### config.mk
export PLATFORM = sky130hd
export DESIGN_NAME = csr_trap_controller_flat
export DESIGN_NICKNAME = d
export VERILOG_FILES = /design/src/rtl/csr_pkg.sv /design/src/rtl/csr_trap_controller_if.sv /design/src/rtl/csr_trap_controller.sv /design/src/flat_wrapper.sv
export SDC_FILE = /design/constraint.sdc
export NUM_CORES = 1
export LEC_CHECK = 0
export BUFFER_PORTS_ARGS = -buffer_cell sky130_fd_sc_hd__buf_4
export CORE_ASPECT_RATIO = 0.75
export CORE_MARGIN = 5
export CORE_UTILIZATION = 49
export DETAILED_ROUTE_END_ITERATION = 7
export GPL_TIMING_DRIVEN = 1
export PLACE_DENSITY = 0.9
export SYNTH_ARGS = -nofsm -noshare
export SYNTH_HDL_FRONTEND = slang
export SYNTH_SLANG_ARGS = --single-unit
export TNS_END_PERCENT = 50
### constraint.sdc
create_clock -name clock -period 9.3 [get_ports clock]
set_clock_uncertainty 0.05 [all_clocks]
set_input_delay 0.465 -clock clock [delete_from_list [all_inputs] [get_ports clock]]
set_output_delay 0.465 -clock clock [all_outputs]
set_load 0.02 [all_outputs]
### src/rtl/csr_pkg.sv
// Shared CSR indices, mstatus bit positions and controller state encoding.
// Latency: none (types and constants only).
// Backpressure: not applicable.
package csr_pkg;

    typedef enum logic [3:0] {
        MSTATUS = 4'd0,
        MIE     = 4'd1,
        MIP     = 4'd4,
        MTVEC   = 4'd8,
        MEPC    = 4'd9,
        MCAUSE  = 4'd10,
        MTVAL   = 4'd11
    } destinationCSR_;

    localparam int MSTATUS_MIE    = 3;
    localparam int MSTATUS_MPIE   = 7;
    localparam int MSTATUS_MPP_LO = 11;
    localparam int MSTATUS_MPP_HI = 12;

    // Machine external interrupt, interrupt bit set.
    localparam logic [31:0] INT_CAUSE_DEFAULT = 32'h8000_000B;

    typedef enum logic [2:0] {
        IDLE,
        TRAP_EPC,
        TRAP_CAUSE,
        TRAP_TVAL,
        TRAP_STATUS,
        MRET_STATUS,
        REDIRECT
    } ctrlState_;

    // mstatus after trap entry: stack MIE into MPIE, disable, previous mode M.
    function automatic logic [31:0] trapStatus(input logic [31:0] s);
        logic [31:0] r;
        r = s;
        r[MSTATUS_MPIE] = s[MSTATUS_MIE];
        r[MSTATUS_MIE] = 1'b0;
        r[MSTATUS_MPP_HI:MSTATUS_MPP_LO] = 2'b11;
        return r;
    endfunction

    // mstatus after mret: restore MIE from MPIE, MPIE set, stay in M-mode.
    function automatic logic [31:0] mretStatus(input logic [31:0] s);
        logic [31:0] r;
        r = s;
        r[MSTATUS_MIE] = s[MSTATUS_MPIE];
        r[MSTATUS_MPIE] = 1'b1;
        r[MSTATUS_MPP_HI:MSTATUS_MPP_LO] = 2'b11;
        return r;
    endfunction

endpackage

### src/rtl/csr_trap_controller_if.sv
// Bundle of pipeline-side and CSR-file-side signals around the trap controller.
// Latency: none (wires only).
// Backpressure: busy stalls the pipeline; requests must be held while it is high.
interface csr_trap_controller_if;
    import csr_pkg::*;

    logic           exceptionValid;
    logic [31:0]    exceptionCause;
    logic [31:0]    exceptionPC;
    logic [31:0]    exceptionValue;
    logic           interrupt;
    logic [31:0]    interruptPC;
    logic           mretValid;
    logic           pipeWriteEnable;
    destinationCSR_ pipeWriteCSR;
    logic [31:0]    pipeWriteData;
    destinationCSR_ pipeReadCSR;
    logic [31:0]    pipeReadData;
    logic           busy;
    logic           redirectValid;
    logic [31:0]    redirectPC;
    destinationCSR_ csrReadCSR;
    logic [31:0]    csrReadData;
    destinationCSR_ destinationCSR;
    logic [31:0]    csrWriteData;
    logic           csrDestinationEnable;

    // Pipeline plus CSR file side.
    modport master (
        output exceptionValid, exceptionCause, exceptionPC, exceptionValue,
        output interrupt, interruptPC, mretValid,
        output pipeWriteEnable, pipeWriteCSR, pipeWriteData, pipeReadCSR,
        input  pipeReadData, busy, redirectValid, redirectPC,
        input  csrReadCSR, destinationCSR, csrWriteData, csrDestinationEnable,
        output csrReadData
    );

    // Controller side.
    modport slave (
        input  exceptionValid, exceptionCause, exceptionPC, exceptionValue,
        input  interrupt, interruptPC, mretValid,
        input  pipeWriteEnable, pipeWriteCSR, pipeWriteData, pipeReadCSR,
        output pipeReadData, busy, redirectValid, redirectPC,
        output csrReadCSR, destinationCSR, csrWriteData, csrDestinationEnable,
        input  csrReadData
    );

endinterface

### src/rtl/csr_trap_controller.sv
// Owns the CSR file ports: pipeline CSR ops, trap entry and mret sequences with mstatus RMW.
// Latency: trap = 4 writes then redirect (T+5), mret = 1 write then redirect (T+2); pipeline ops same cycle.
// Backpressure: combinational busy from the accept cycle until back in IDLE; pipeline holds its request.
module csr_trap_controller
    import csr_pkg::*;
#(
    parameter logic [31:0] INT_CAUSE = INT_CAUSE_DEFAULT
) (
    input  logic                 clock,
    input  logic                 reset,
    csr_trap_controller_if.slave bus
);

    ctrlState_   state;
    ctrlState_   nextState;
    logic [31:0] causeLatch;
    logic [31:0] epcLatch;
    logic [31:0] tvalLatch;
    logic        isMret;
    logic        mieShadow;
    logic        takeException;
    logic        takeMret;
    logic        takeInterrupt;

    // Next state, event acceptance and all CSR-file / pipeline outputs.
    always_comb begin
        nextState                = state;
        takeException            = 1'b0;
        takeMret                 = 1'b0;
        takeInterrupt            = 1'b0;
        bus.busy                 = 1'b1;
        bus.csrReadCSR           = MSTATUS;
        bus.pipeReadData         = '0;
        bus.destinationCSR       = MSTATUS;
        bus.csrWriteData         = '0;
        bus.csrDestinationEnable = 1'b0;
        bus.redirectValid        = 1'b0;
        bus.redirectPC           = '0;

        case (state)
            IDLE: begin
                bus.busy         = 1'b0;
                bus.csrReadCSR   = bus.pipeReadCSR;
                bus.pipeReadData = bus.csrReadData;
                if (bus.exceptionValid) begin
                    takeException = 1'b1;
                    bus.busy      = 1'b1;
                    nextState     = TRAP_EPC;
                end else if (bus.mretValid) begin
                    takeMret  = 1'b1;
                    bus.busy  = 1'b1;
                    nextState = MRET_STATUS;
                end else if (bus.interrupt && mieShadow) begin
                    takeInterrupt = 1'b1;
                    bus.busy      = 1'b1;
                    nextState     = TRAP_EPC;
                end else if (bus.pipeWriteEnable) begin
                    bus.destinationCSR       = bus.pipeWriteCSR;
                    bus.csrWriteData         = bus.pipeWriteData;
                    bus.csrDestinationEnable = 1'b1;
                end
            end
            TRAP_EPC: begin
                bus.destinationCSR       = MEPC;
                bus.csrWriteData         = epcLatch & ~32'd3;
                bus.csrDestinationEnable = 1'b1;
                nextState                = TRAP_CAUSE;
            end
            TRAP_CAUSE: begin
                bus.destinationCSR       = MCAUSE;
                bus.csrWriteData         = causeLatch;
                bus.csrDestinationEnable = 1'b1;
                nextState                = TRAP_TVAL;
            end
            TRAP_TVAL: begin
                bus.destinationCSR       = MTVAL;
                bus.csrWriteData         = tvalLatch;
                bus.csrDestinationEnable = 1'b1;
                nextState                = TRAP_STATUS;
            end
            TRAP_STATUS: begin
                bus.csrReadCSR           = MSTATUS;
                bus.destinationCSR       = MSTATUS;
                bus.csrWriteData         = trapStatus(bus.csrReadData);
                bus.csrDestinationEnable = 1'b1;
                nextState                = REDIRECT;
            end
            MRET_STATUS: begin
                bus.csrReadCSR           = MSTATUS;
                bus.destinationCSR       = MSTATUS;
                bus.csrWriteData         = mretStatus(bus.csrReadData);
                bus.csrDestinationEnable = 1'b1;
                nextState                = REDIRECT;
            end
            REDIRECT: begin
                bus.redirectValid = 1'b1;
                if (isMret) begin
                    bus.csrReadCSR = MEPC;
                    bus.redirectPC = bus.csrReadData;
                end else begin
                    // Direct mode only: vectored interrupts are not supported.
                    bus.csrReadCSR = MTVEC;
                    bus.redirectPC = bus.csrReadData & ~32'd3;
                end
                nextState = IDLE;
            end
            default: nextState = IDLE;
        endcase

        // Reset is asynchronous, so silence the CSR file and fetch the moment it rises.
        if (reset) begin
            nextState                = IDLE;
            takeException            = 1'b0;
            takeMret                 = 1'b0;
            takeInterrupt            = 1'b0;
            bus.busy                 = 1'b0;
            bus.destinationCSR       = MSTATUS;
            bus.csrWriteData         = '0;
            bus.csrDestinationEnable = 1'b0;
            bus.redirectValid        = 1'b0;
            bus.redirectPC           = '0;
        end
    end

    // Sequencer state register.
    always_ff @(posedge clock or posedge reset) begin
        if (reset) state <= IDLE;
        else       state <= nextState;
    end

    // Capture trap operands on the accepting IDLE cycle.
    always_ff @(posedge clock or posedge reset) begin
        if (reset) begin
            causeLatch <= '0;
            epcLatch   <= '0;
            tvalLatch  <= '0;
            isMret     <= 1'b0;
        end else if (takeException) begin
            causeLatch <= bus.exceptionCause;
            epcLatch   <= bus.exceptionPC;
            tvalLatch  <= bus.exceptionValue;
            isMret     <= 1'b0;
        end else if (takeMret) begin
            isMret <= 1'b1;
        end else if (takeInterrupt) begin
            causeLatch <= INT_CAUSE;
            epcLatch   <= bus.interruptPC;
            tvalLatch  <= '0;
            isMret     <= 1'b0;
        end
    end

    // Mirror of mstatus.MIE, following every MSTATUS write whoever issues it.
    always_ff @(posedge clock or posedge reset) begin
        if (reset) begin
            mieShadow <= 1'b0;
        end else if (bus.csrDestinationEnable && (bus.destinationCSR == MSTATUS)) begin
            mieShadow <= bus.csrWriteData[MSTATUS_MIE];
        end
    end

endmodule
### src/flat_wrapper.sv
// flat-port wrapper written by rule: the top's interface ports become plain ports
module csr_trap_controller_flat import csr_pkg::*;
#(
    parameter logic [31:0] INT_CAUSE = INT_CAUSE_DEFAULT
)
  (clock, reset, bus_exceptionValid, bus_exceptionCause, bus_exceptionPC, bus_exceptionValue, bus_interrupt, bus_interruptPC, bus_mretValid, bus_pipeWriteEnable, bus_pipeWriteCSR, bus_pipeWriteData, bus_pipeReadCSR, bus_pipeReadData, bus_busy, bus_redirectValid, bus_redirectPC, bus_csrReadCSR, bus_destinationCSR, bus_csrWriteData, bus_csrDestinationEnable, bus_csrReadData);
  csr_trap_controller_if bus_i ();
  input  logic clock;
  input  logic reset;
  input wire logic [$bits(bus_i.exceptionValid)-1:0] bus_exceptionValid;
  input wire logic [$bits(bus_i.exceptionCause)-1:0] bus_exceptionCause;
  input wire logic [$bits(bus_i.exceptionPC)-1:0] bus_exceptionPC;
  input wire logic [$bits(bus_i.exceptionValue)-1:0] bus_exceptionValue;
  input wire logic [$bits(bus_i.interrupt)-1:0] bus_interrupt;
  input wire logic [$bits(bus_i.interruptPC)-1:0] bus_interruptPC;
  input wire logic [$bits(bus_i.mretValid)-1:0] bus_mretValid;
  input wire logic [$bits(bus_i.pipeWriteEnable)-1:0] bus_pipeWriteEnable;
  input wire logic [$bits(bus_i.pipeWriteCSR)-1:0] bus_pipeWriteCSR;
  input wire logic [$bits(bus_i.pipeWriteData)-1:0] bus_pipeWriteData;
  input wire logic [$bits(bus_i.pipeReadCSR)-1:0] bus_pipeReadCSR;
  output wire logic [$bits(bus_i.pipeReadData)-1:0] bus_pipeReadData;
  output wire logic [$bits(bus_i.busy)-1:0] bus_busy;
  output wire logic [$bits(bus_i.redirectValid)-1:0] bus_redirectValid;
  output wire logic [$bits(bus_i.redirectPC)-1:0] bus_redirectPC;
  output wire logic [$bits(bus_i.csrReadCSR)-1:0] bus_csrReadCSR;
  output wire logic [$bits(bus_i.destinationCSR)-1:0] bus_destinationCSR;
  output wire logic [$bits(bus_i.csrWriteData)-1:0] bus_csrWriteData;
  output wire logic [$bits(bus_i.csrDestinationEnable)-1:0] bus_csrDestinationEnable;
  input wire logic [$bits(bus_i.csrReadData)-1:0] bus_csrReadData;
  assign bus_i.exceptionValid = bus_exceptionValid;
  assign bus_i.exceptionCause = bus_exceptionCause;
  assign bus_i.exceptionPC = bus_exceptionPC;
  assign bus_i.exceptionValue = bus_exceptionValue;
  assign bus_i.interrupt = bus_interrupt;
  assign bus_i.interruptPC = bus_interruptPC;
  assign bus_i.mretValid = bus_mretValid;
  assign bus_i.pipeWriteEnable = bus_pipeWriteEnable;
  assign bus_i.pipeWriteCSR = bus_pipeWriteCSR;
  assign bus_i.pipeWriteData = bus_pipeWriteData;
  assign bus_i.pipeReadCSR = bus_pipeReadCSR;
  assign bus_pipeReadData = bus_i.pipeReadData;
  assign bus_busy = bus_i.busy;
  assign bus_redirectValid = bus_i.redirectValid;
  assign bus_redirectPC = bus_i.redirectPC;
  assign bus_csrReadCSR = bus_i.csrReadCSR;
  assign bus_destinationCSR = bus_i.destinationCSR;
  assign bus_csrWriteData = bus_i.csrWriteData;
  assign bus_csrDestinationEnable = bus_i.csrDestinationEnable;
  assign bus_i.csrReadData = bus_csrReadData;
  csr_trap_controller #(.INT_CAUSE(INT_CAUSE)) u_core (.clock(clock), .reset(reset), .bus(bus_i));
endmodule
=== Word level (Yosys, flattened, before mapping) ===
Cells that the tools add are included.

* Register bits: 101
* Output and inout port bits: 107

* Equality and inequality tests: 8
* Muxes and demuxes: 59
* Reduce and logical (&&, ||, !) cells: 9

{| class="wikitable"
|+ Operator list
! kind !! count
|-
| 2-to-1 mux 32 bit || 17
|-
| one-hot mux 32 bit (6 select lines) || 1
|-
| 2-to-1 mux 1 bit || 27
|-
| 2-to-1 mux 4 bit || 5
|-
| one-hot mux 4 bit (4 select lines) || 1
|-
| one-hot mux 3 bit (5 select lines) || 1
|-
| 2-to-1 mux 3 bit || 4
|-
| == test 3 bit (second input constant) || 3
|-
| one-hot mux 4 bit (2 select lines) || 1
|-
| == test 3 x 2 -> 1 bit (second input constant) || 2
|-
| inequality test 5 x 4 -> 1 bit (second input constant) || 1
|-
| OR reduction 5 bit || 1
|-
| zero test 4 bit || 1
|-
| == test 3 x 1 -> 1 bit (second input constant) || 1
|-
| zero test 3 bit || 1
|-
| nonzero test 3 bit || 1
|-
| logical AND 1 bit || 2
|-
| 2-to-1 mux 2 bit || 1
|-
| inequality test 2 x 1 -> 1 bit (second input constant) || 1
|-
| one-hot mux 1 bit (2 select lines) || 1
|-
| AND reduction 2 bit || 1
|-
| nonzero test 2 bit || 1
|-
| OR reduction 2 bit || 1
|}

=== Longest topological paths before layout ===
Gate-level depths: netlist (run 1).

* Depth in word-level cells: 9
* Depth in mapped cells: 7

=== Worst setup path before layout (run 1) ===
OpenSTA, ideal clock, no wires.

* Path type: input port to output port
* From: input port reset
* To: output port bus_csrWriteData[26]
* Data arrival time: 3,838 ps
* Setup slack: 4,947 ps
* Stages: 5
* Path buffers: 2
* Cell sequence: buf_2 > inv_1 > nand2_1 > clkbuf_1 > a21oi_1

* Cells in the longest elaborated chain, start to end: 1

{| class="wikitable"
|+ RTL lines
! element !! line !! source
|-
| start, declared || flat_wrapper.sv:9 || <nowiki>input logic reset;</nowiki>
|-
| 2-to-1 mux 32 bit || csr_trap_controller.sv:111 || <nowiki>if (reset) begin</nowiki>
|-
| end, declared || flat_wrapper.sv:27 || <nowiki>output wire logic [$bits(bus_i.csrWriteData)-1:0] bus_csrWriteData;</nowiki>
|}

No other way between the ends.

=== Worst setup path in the final report (run 1) ===
* From: register u_core.state[0]
* To: output port bus_csrWriteData[31]

* Cells in the longest elaborated chain, start to end: 3
* Elaborated cells between the ends (all ways): 8
* Classes of those cells: 5 x eq/ne; 2 x mux; 1 x reduce/logical

{| class="wikitable"
|+ RTL lines
! element !! line !! source
|-
| start, declared || csr_trap_controller.sv:14 || <nowiki>ctrlState_ state;</nowiki>
|-
| start signal, assigned || csr_trap_controller.sv:128 || <nowiki>else state <= nextState;</nowiki>
|-
| == test 3 bit, or another cell as far along || csr_trap_controller.sv:40 || <nowiki>case (state)</nowiki>
|-
| one-hot mux 32 bit (6 select lines) (*) || csr_trap_controller.sv:40 ||
|-
| 2-to-1 mux 32 bit (*) || csr_trap_controller.sv:111 ||
|}

Mark *: on every way between the ends. The rest lies on a longest branch, timed or not.

==> results.md, run 1 <==
Clock tree:
- The post-CTS setup buffer count is 0.
- TritonCTS created 9 clock buffers.
- The CTS root buffer is sky130_fd_sc_hd__clkbuf_16.
- The count of H-tree levels built during CTS is 3.
- The number of gates resized after CTS was 0.
- In this run the deepest clock path goes through 2 buffers.
- The clock sink count is 99.
- TritonCTS built the clock tree.
- After clock tree synthesis, the clock-pin slew on the worst setup and hold paths is 0.07 ns.
- The number of hold-repair buffers added at the cts stage is 0.
- The clock reaches the later pin of the worst-skew pair after 0.34 ns.

Route:
- The violation count after the first detailed-routing iteration is 413.
- The number of antenna-violating nets in the routed design is 0.
- The final wirelength is 21500 um.
- The via count is 5987.
- The first detailed-routing pass ran for 8 iterations.
- The detailed-route vias per instance is 5.68.
- For this run, design rule violations remaining after detail routing come to 0.
- The routed wirelength normalized by instance count is 20.4 um.

Setup path:
- The sort of element at the start of the critical path is a flop.
- The maximum fanout along the worst path is 33.
- The required arrival time at the worst endpoint is 8.79 ns.
- The depth of the most critical reg-to-reg path is 5.
- The timing startpoint of the critical path is u_core.state[0]$_DFFE_PP0P_.
- The number of buffer and inverter instances along the worst setup path is 3.
- In this design, the critical path's most frequently occurring cell is sky130_fd_sc_hd__buf_4.
- The largest delay contributor family on the critical path is buffers and inverters.
- The arrival time at the worst endpoint is 3.23 ns.
- The start of the worst register-to-register path is u_core.state[1]$_DFFE_PP0P_.
- Walking the worst path, the cells encountered are buf_4, nor2b_2, buf_4, a22oi_1, or2_2, a21oi_1, buf_4.
- The slowest stage of the critical path is the sky130_fd_sc_hd__dfrtp_2 cell.
- The destination of the worst register-to-register timing path is u_core.epcLatch[6]$_DFFE_PP0P_.
- The worst setup path is captured at an output port.
- The category of the critical setup timing path is reg2out.
- The delay contributed by the slowest stage of the critical path is 0.64 ns.
- Across all register-to-register paths, the minimum setup slack is 6.40 ns.

Timing:
- The worst slew slack as a fraction of its limit is 0.203.
- Setup violations remaining at the end of the flow were counted as 0.
- The worst path in the final design needs a cycle of 3.75 ns, including I/O delays and setup.
- Setup repair after global routing left no endpoint under its margin.
- Dividing the final minimum period by the clock period gives 0.403.
- Adding up every negative setup slack in the final design gives 0 ns.
- The worst setup margin is 5.55 ns.
- For this run, the top clock speed supported by timing is 267 MHz.
- The count of final max-slew check failures is 0.
- The final-report hold violation count was 0.
- The pin slew with the least headroom to its limit is 1.19 ns.

Pwr:
- Dividing total power by cell area gives a power density of 217 nW/um2.
- Across the VDD grid, the largest voltage drop is 0.123 mV.
- The analysis attributes to cell leakage a power of 0.00396 uW.

Global routing:
- The largest net degree at the start of global routing is 91.
- The first global-routing pass estimated 33000 um of wire.
- In the global route stage, overall resource usage came out at 0.294.
- The via count of the first global-routing pass is 6148.
- The initial antenna violation count was 0.
- The sum of overflow across all layers after global routing is 0.

Final layout:
- The number of antenna diodes in the final layout is 0.
- The share of the core filled with cells in the final layout is 0.725.
- The share of post-route cells with drive strength above 1 is 0.442.
- The top cell types in the final layout, fill and taps aside, are 318 x sky130_fd_sc_hd__buf_4, 96 x sky130_fd_sc_hd__dfrtp_1, 68 x sky130_fd_sc_hd__nand2_1.
- Summing all non-filler instances in the final layout gives an area of 8390 um2.
- The area growth from synthesis to layout is 45.0%.
- The final layout contains 1093 nets.
- The number of filler cells placed in the layout is 902.
- The library cell used most frequently in the layout, excluding fill and tap cells, is sky130_fd_sc_hd__buf_4.

Synth:
- The synthesized net count is 826.
- The number of distinct library cell variants in the gate-level netlist after synthesis is 41.
- The number of synthesized flops with an enable pin is 0.
- Of all flip-flops after synthesis, the portion carrying an async set or reset was 1.00.
- The average cell area after synthesis is 9.33 um2.
- The cell type with the highest aggregate area in the netlist is sky130_fd_sc_hd__dfrtp_1.
- The count of synthesis-stage warnings from yosys is 0.
- Yosys attributes the largest share of cell area to sky130_fd_sc_hd__dfrtp_1 43%, sky130_fd_sc_hd__a22o_1 9.1%, sky130_fd_sc_hd__and2_1 7.0%, sky130_fd_sc_hd__a22oi_1 6.9%, sky130_fd_sc_hd__mux2_2 6.0%.
- The synthesized design contains 99 register bits.
- The synthesized cell area is 5780 um2.
- The cell count after synthesis came out at 620.
- The sequential element share of the synthesized area is 0.428.
- Of the post-synthesis cell area, the dominant cell type holds 0.428.
- The most used flip-flop cell after synthesis is sky130_fd_sc_hd__dfrtp_1.

Floorplan:
- For this design the top-level I/O count stands at 313.
- The vertical extent of the die is 104 um.
- The floorplan die area is 14100 um2.
- The placement row count is 34.
- The placeable core area is 11600 um2.
- The starting density of the core is 0.500.
- The die is 135 um wide.

Min path:
- The class of the most critical hold timing path is in2async.

Place:
- At the end of routability-driven placement, the weighted congestion stood at 0.883.
- The worst setup slack after placement is 5.94 ns.
- The HPWL after detailed placement is 15400 um.
- Summing all placed instances gives a cell area of 8100 um2.
- The count of buffers added on input and output ports is 308.

Run:
- The reported max-cap violation count is 0.

Run status:
- The run finished with clean final reports.
[cell type report]
class	instances	area [um2]	share of cell area
clock buffers	12	256	0.0306
clock inverters	4	32.5	0.00388
inverters	3	13.8	0.00164
multi-input cells	456	3010	0.359
flip-flops and latches	99	2480	0.296
well taps	162	203	0.0242
repair buffers	318	2390	0.285
[layer usage]
layer  vias to the layer above  track usage  routed length [um]
met5                         -            0                   0
met4                         0       0.0978                 651
met3                        49       0.0943                2060
met2                       315        0.485               10300
met1                      2850        0.365                8460
li1                       2773            -                   -
[sequential cells by signal, summed over array words and instances (netlist names)]
signal / cells
u_core.causeLatch: 32
u_core.tvalLatch: 32
u_core.mieShadow: 1
u_core.state: 3
u_core.epcLatch: 30
u_core.isMret: 1
[cell usage after synthesis (all sizes together) (2+ instances only)]
| master | instances |
|---|---|
| a22oi | 53 |
| buf | 37 |
| nand2 | 68 |
| nor3 | 7 |
| nor3b | 2 |
| mux2 | 32 |
| nor2b | 3 |
| a221oi | 3 |
| a22o | 60 |
| nand3b | 3 |
| or2 | 26 |
| o21ai | 3 |
| and2 | 65 |
| a222oi | 2 |
| o22a | 4 |
| and3 | 4 |
| a21oi | 35 |
| inv | 3 |
| dfrtp | 99 |
| clkbuf | 25 |
| nor2 | 42 |
| a31oi | 31 |
[worst max path at each step]
| stage | slack, ns | to | depth (start not counted) |
|---|---|---|---|
| 2_1_floorplan | 4.95 | bus_csrWriteData[26] | 5 |
| 3_3_place_gp | 5.93 | bus_csrWriteData[31] | 7 |
| 3_5_place_dp | 5.94 | bus_csrWriteData[31] | 7 |
| 4_1_cts | 5.55 | bus_csrWriteData[31] | 7 |
| 5_1_grt | 5.40 | bus_csrWriteData[27] | 7 |
| 6_report | 5.55 | bus_csrWriteData[31] | 7 |
[cells by family after synthesis]
logic type,Yosys count,share of synthesized area
and+or+nand+nor,225,0.200
AOI/OAI and AO/OA,199,0.254
DFF,99,0.428
buffers and inverters,65,0.0560
muxes,32,0.0623
[per-stage QoR]
step	power (uW)	hold slack, ns	instances
after CTS	1830	0.246	1054
final	1820	0.228	1054
after detailed placement	1460	0.439	1038
after global routing	1930	0.270	1054
after floorplan	1180	0.417	620
after global placement	1430	0.432	1038
[worst register-to-register path, stage by stage (launching register included)]
cell	delay, ns
sky130_fd_sc_hd__dfrtp_2	0.74
sky130_fd_sc_hd__nor4_4	0.61
sky130_fd_sc_hd__o21a_2	0.66
sky130_fd_sc_hd__buf_4	0.49
sky130_fd_sc_hd__nor2_1	0.11
sky130_fd_sc_hd__a31oi_1	0.16
[power breakdown]
group / total (uW) / internal, uW / switching [uW]
clock: 359 / 198 / 161
combinational: 738 / 383 / 355
sequential: 725 / 600 / 125
total: 1820 / 1180 / 642
No activity file was read; power rests on OpenSTA's default activity.
==> run 2, diff against run 1 <==
--- a/config.mk
+++ b/config.mk
@@ -8,10 +8,10 @@
 export BUFFER_PORTS_ARGS = -buffer_cell sky130_fd_sc_hd__buf_4
 export CORE_ASPECT_RATIO = 0.75
 export CORE_MARGIN = 5
-export CORE_UTILIZATION = 49
+export CORE_UTILIZATION = 41
 export DETAILED_ROUTE_END_ITERATION = 7
 export GPL_TIMING_DRIVEN = 1
-export PLACE_DENSITY = 0.9
+export PLACE_DENSITY = 0.8
 export SYNTH_ARGS = -nofsm -noshare
 export SYNTH_HDL_FRONTEND = slang
 export SYNTH_SLANG_ARGS = --single-unit
==> constraint.sdc (replaced) <==
create_clock -name clock -period 3.07 [get_ports clock]
set_clock_uncertainty 0.05 [all_clocks]
set_input_delay 0.1535 -clock clock [delete_from_list [all_inputs] [get_ports clock]]
set_output_delay 0.1535 -clock clock [all_outputs]
set_load 0.02 [all_outputs]
==> results.md, run 2 (synthesis gave the netlist of run 1 again) <==
Timing:
- The final-report hold violation count is 0.
- Setup repair after global routing left no endpoint under its margin.
- The count of final max-slew check failures is 0.
- The post-layout minimum cycle time is 2.72 ns.
- Dividing the final minimum period by the clock period gives 0.886.
- Measured against its own limit, the worst slew margin works out to 0.244.
- The total setup violations reported at the end of the flow is 0.
- The maximum clock rate is 368 MHz.
- The pin slew with the least headroom to its limit is 1.13 ns.
- The aggregate negative setup slack is 0 ns.

Clock tree:
- The clock sink count is 99.
- The register clock-pin slew on the reported worst setup and hold paths is 0.06 ns.
- The tree is rooted in a sky130_fd_sc_hd__clkbuf_16.
- TritonCTS built the clock tree.
- The post-cts repair resize count is 0.
- The clock latency on the worst-skew pair is 0.33 ns.
- In this run the deepest clock path goes through 2 buffers.
- CTS built an H-tree with a depth of 3.
- The CTS buffer count is 9.

Floorplan:
- The placeable core area is 13700 um2.
- The placement row count is 37.
- The starting density of the core is 0.421.
- The die is 147 um wide.
- The number of top-level pins is 313.
- The vertical extent of the die is 113 um.
- The die covers 16600 um2.

Final layout:
- Of the cells placed in the final design, the portion with a size suffix greater than 1 is 0.421.
- The most common cell after layout, fill and taps aside is sky130_fd_sc_hd__buf_4.
- The area growth from synthesis to layout is 58.2%.
- At the end of the flow, the number of nets in the layout was 1168.
- The summed area of non-filler cells in the final layout is 9150 um2.
- The largest registers in the layout are u_core.causeLatch x32, u_core.tvalLatch x32, u_core.epcLatch x30.
- In the layout the commonest cells are 330 x sky130_fd_sc_hd__buf_4, 96 x sky130_fd_sc_hd__dfrtp_1, 68 x sky130_fd_sc_hd__nand2_1.
- The antenna cell count is 0.

Pwr:
- The fraction of power consumed by the clock network is 0.199.
- The share of total power dissipated in sequential elements is 0.381.
- In this run the static leakage power is 0.00430 uW.
- Of the total power, the share spent switching nets is 0.345.
- The reported net switching power is 1950 uW.
- The fraction of power consumed by combinational cells is 0.420.
- Cell internal power was estimated by the tool at 3710 uW.
- IR analysis of the VDD net gives a maximum drop of 0.304 mV.
- Power spread over the standard cell area amounts to 620 nW/um2.

Place:
- The final HPWL from detailed placement is 15900 um.
- The count of input and output buffers is 308.
- The routability congestion estimate from global placement is 0.788.
- The placed instances occupy a cell area of 8230 um2.

Route:
- The final route contains 6293 vias.
- In the routed layout, each cell is associated on average with a via count of 5.51.
- The number of antenna-violating nets in the routed design is 0.
- The final wirelength is 22700 um.
- In this run, the number of DRC markers left after iteration 0 of detailed routing was 372.
- The routed wirelength normalized by instance count is 19.9 um.
- The post-detailed-route DRC marker count is 0.
- Before antenna repair, the detailed router went through 5 iterations.

Setup path:
- The worst setup path is captured at an output port.
- Data on the critical path arrives at its endpoint at 2.52 ns.
- STA classifies the critical path startpoint as a flop.
- The maximum fanout along the worst path is 21.
- Data on the critical path is required at its endpoint by 2.87 ns.
- By startpoint and endpoint, the worst setup path is classified as reg2out.

Run status:
- The run finished with clean final reports.

Global routing:
- The initial antenna violation count is 0.
- The first-pass GRT wire length is 35400 um.
- The largest net degree at the start of global routing is 69.
- After global routing the overflow that remains totals 0.
- The via count of the first global-routing pass is 6577.
- The total routing resource utilization after global routing is 0.265.

Run:
- Max-cap violations in this run came to 0.

Min path:
- The tightest min-delay check is of the in2async type.
==> run 2: worst paths after layout <==
path / from / endpoint / slack, ns / cells past startpoint
min: reset / u_core.tvalLatch[30]$_DFFE_PP0P_ / 0.006 / 3
max: u_core.state[0]$_DFFE_PP0P_ / bus_csrWriteData[15] / 0.35 / 6
min in group clock: bus_exceptionCause[17] / u_core.causeLatch[17]$_DFFE_PP0P_ / 0.01 / 2
max reg2reg: u_core.state[0]$_DFFE_PP0P_ / u_core.epcLatch[18]$_DFFE_PP0P_ / 0.75 / 5
max in group asynchronous: reset / u_core.state[1]$_DFFE_PP0P_ / 2.20 / 3
min reg2reg: u_core.causeLatch[12]$_DFFE_PP0P_ / u_core.causeLatch[12]$_DFFE_PP0P_ / 0.45 / 1
==> run 2: critical path, cell delays in order, from the launching register on <==
cell and delay [ns]:
sky130_fd_sc_hd__dfrtp_2 0.59, sky130_fd_sc_hd__nor3_2 0.24, sky130_fd_sc_hd__and3_2 0.59, sky130_fd_sc_hd__buf_4 0.28, sky130_fd_sc_hd__a22oi_1 0.10, sky130_fd_sc_hd__a21oi_1 0.19, sky130_fd_sc_hd__buf_4 0.18
==> run 2: power groups by stage <==
| stage | combinational (uW) | clock, uW | sequential [uW] |
|---|---|---|---|
| after floorplan | 1540 | 0 | 2030 |
| after global placement | 2260 | 0 | 2140 |
| after detailed placement | 2310 | 0 | 2160 |
| after CTS | 2380 | 1150 | 2150 |
| after global routing | 2590 | 1210 | 2210 |
| final | 2380 | 1130 | 2160 |
==> run 2: metrics by stage <==
step                      utilization  power [uW]  std cells  worst slack [ns]  hold slack (ns)
after detailed placement        0.599        4470       1064             0.751            0.320
after floorplan                     -        3570        620             0.146            0.230
after CTS                       0.665        5680       1142             0.385          0.00225
after global placement          0.599        4400       1064             0.758            0.315
final                           0.665        5670       1142             0.350          0.00609
after global routing            0.665        6000       1142             0.286          0.00708
==> run 2: final cells by class <==
cell class                 count  area [um2]
fill                        1127        4600
timing repair buffer         393        3120
multi-input combinational    456        3020
sequential                    99        2480
clock buffer                  12         246
tap                          175         219
clock inverter                 4        48.8
inverter                       3        15.0
==> run 2: what timing repair did <==
action / in CTS / in global routing
buffers inserted: 0 / 0
hold endpoints to repair: 62 / 0
endpoints found under the setup margin: 0 / 0
hold buffers: 62 / 0
==> run 2: routing by layer <==
layer | wire, um | vias up | part of all wire | global-route usage
li1 | - | 2918 | - | -
met1 | 9580 | 3028 | 0.42 | 0.341
met2 | 10800 | 319 | 0.48 | 0.450
met3 | 1860 | 28 | 0.082 | 0.0669
met4 | 398 | 0 | 0.018 | 0.0652
met5 | 0 | - | 0 | 0
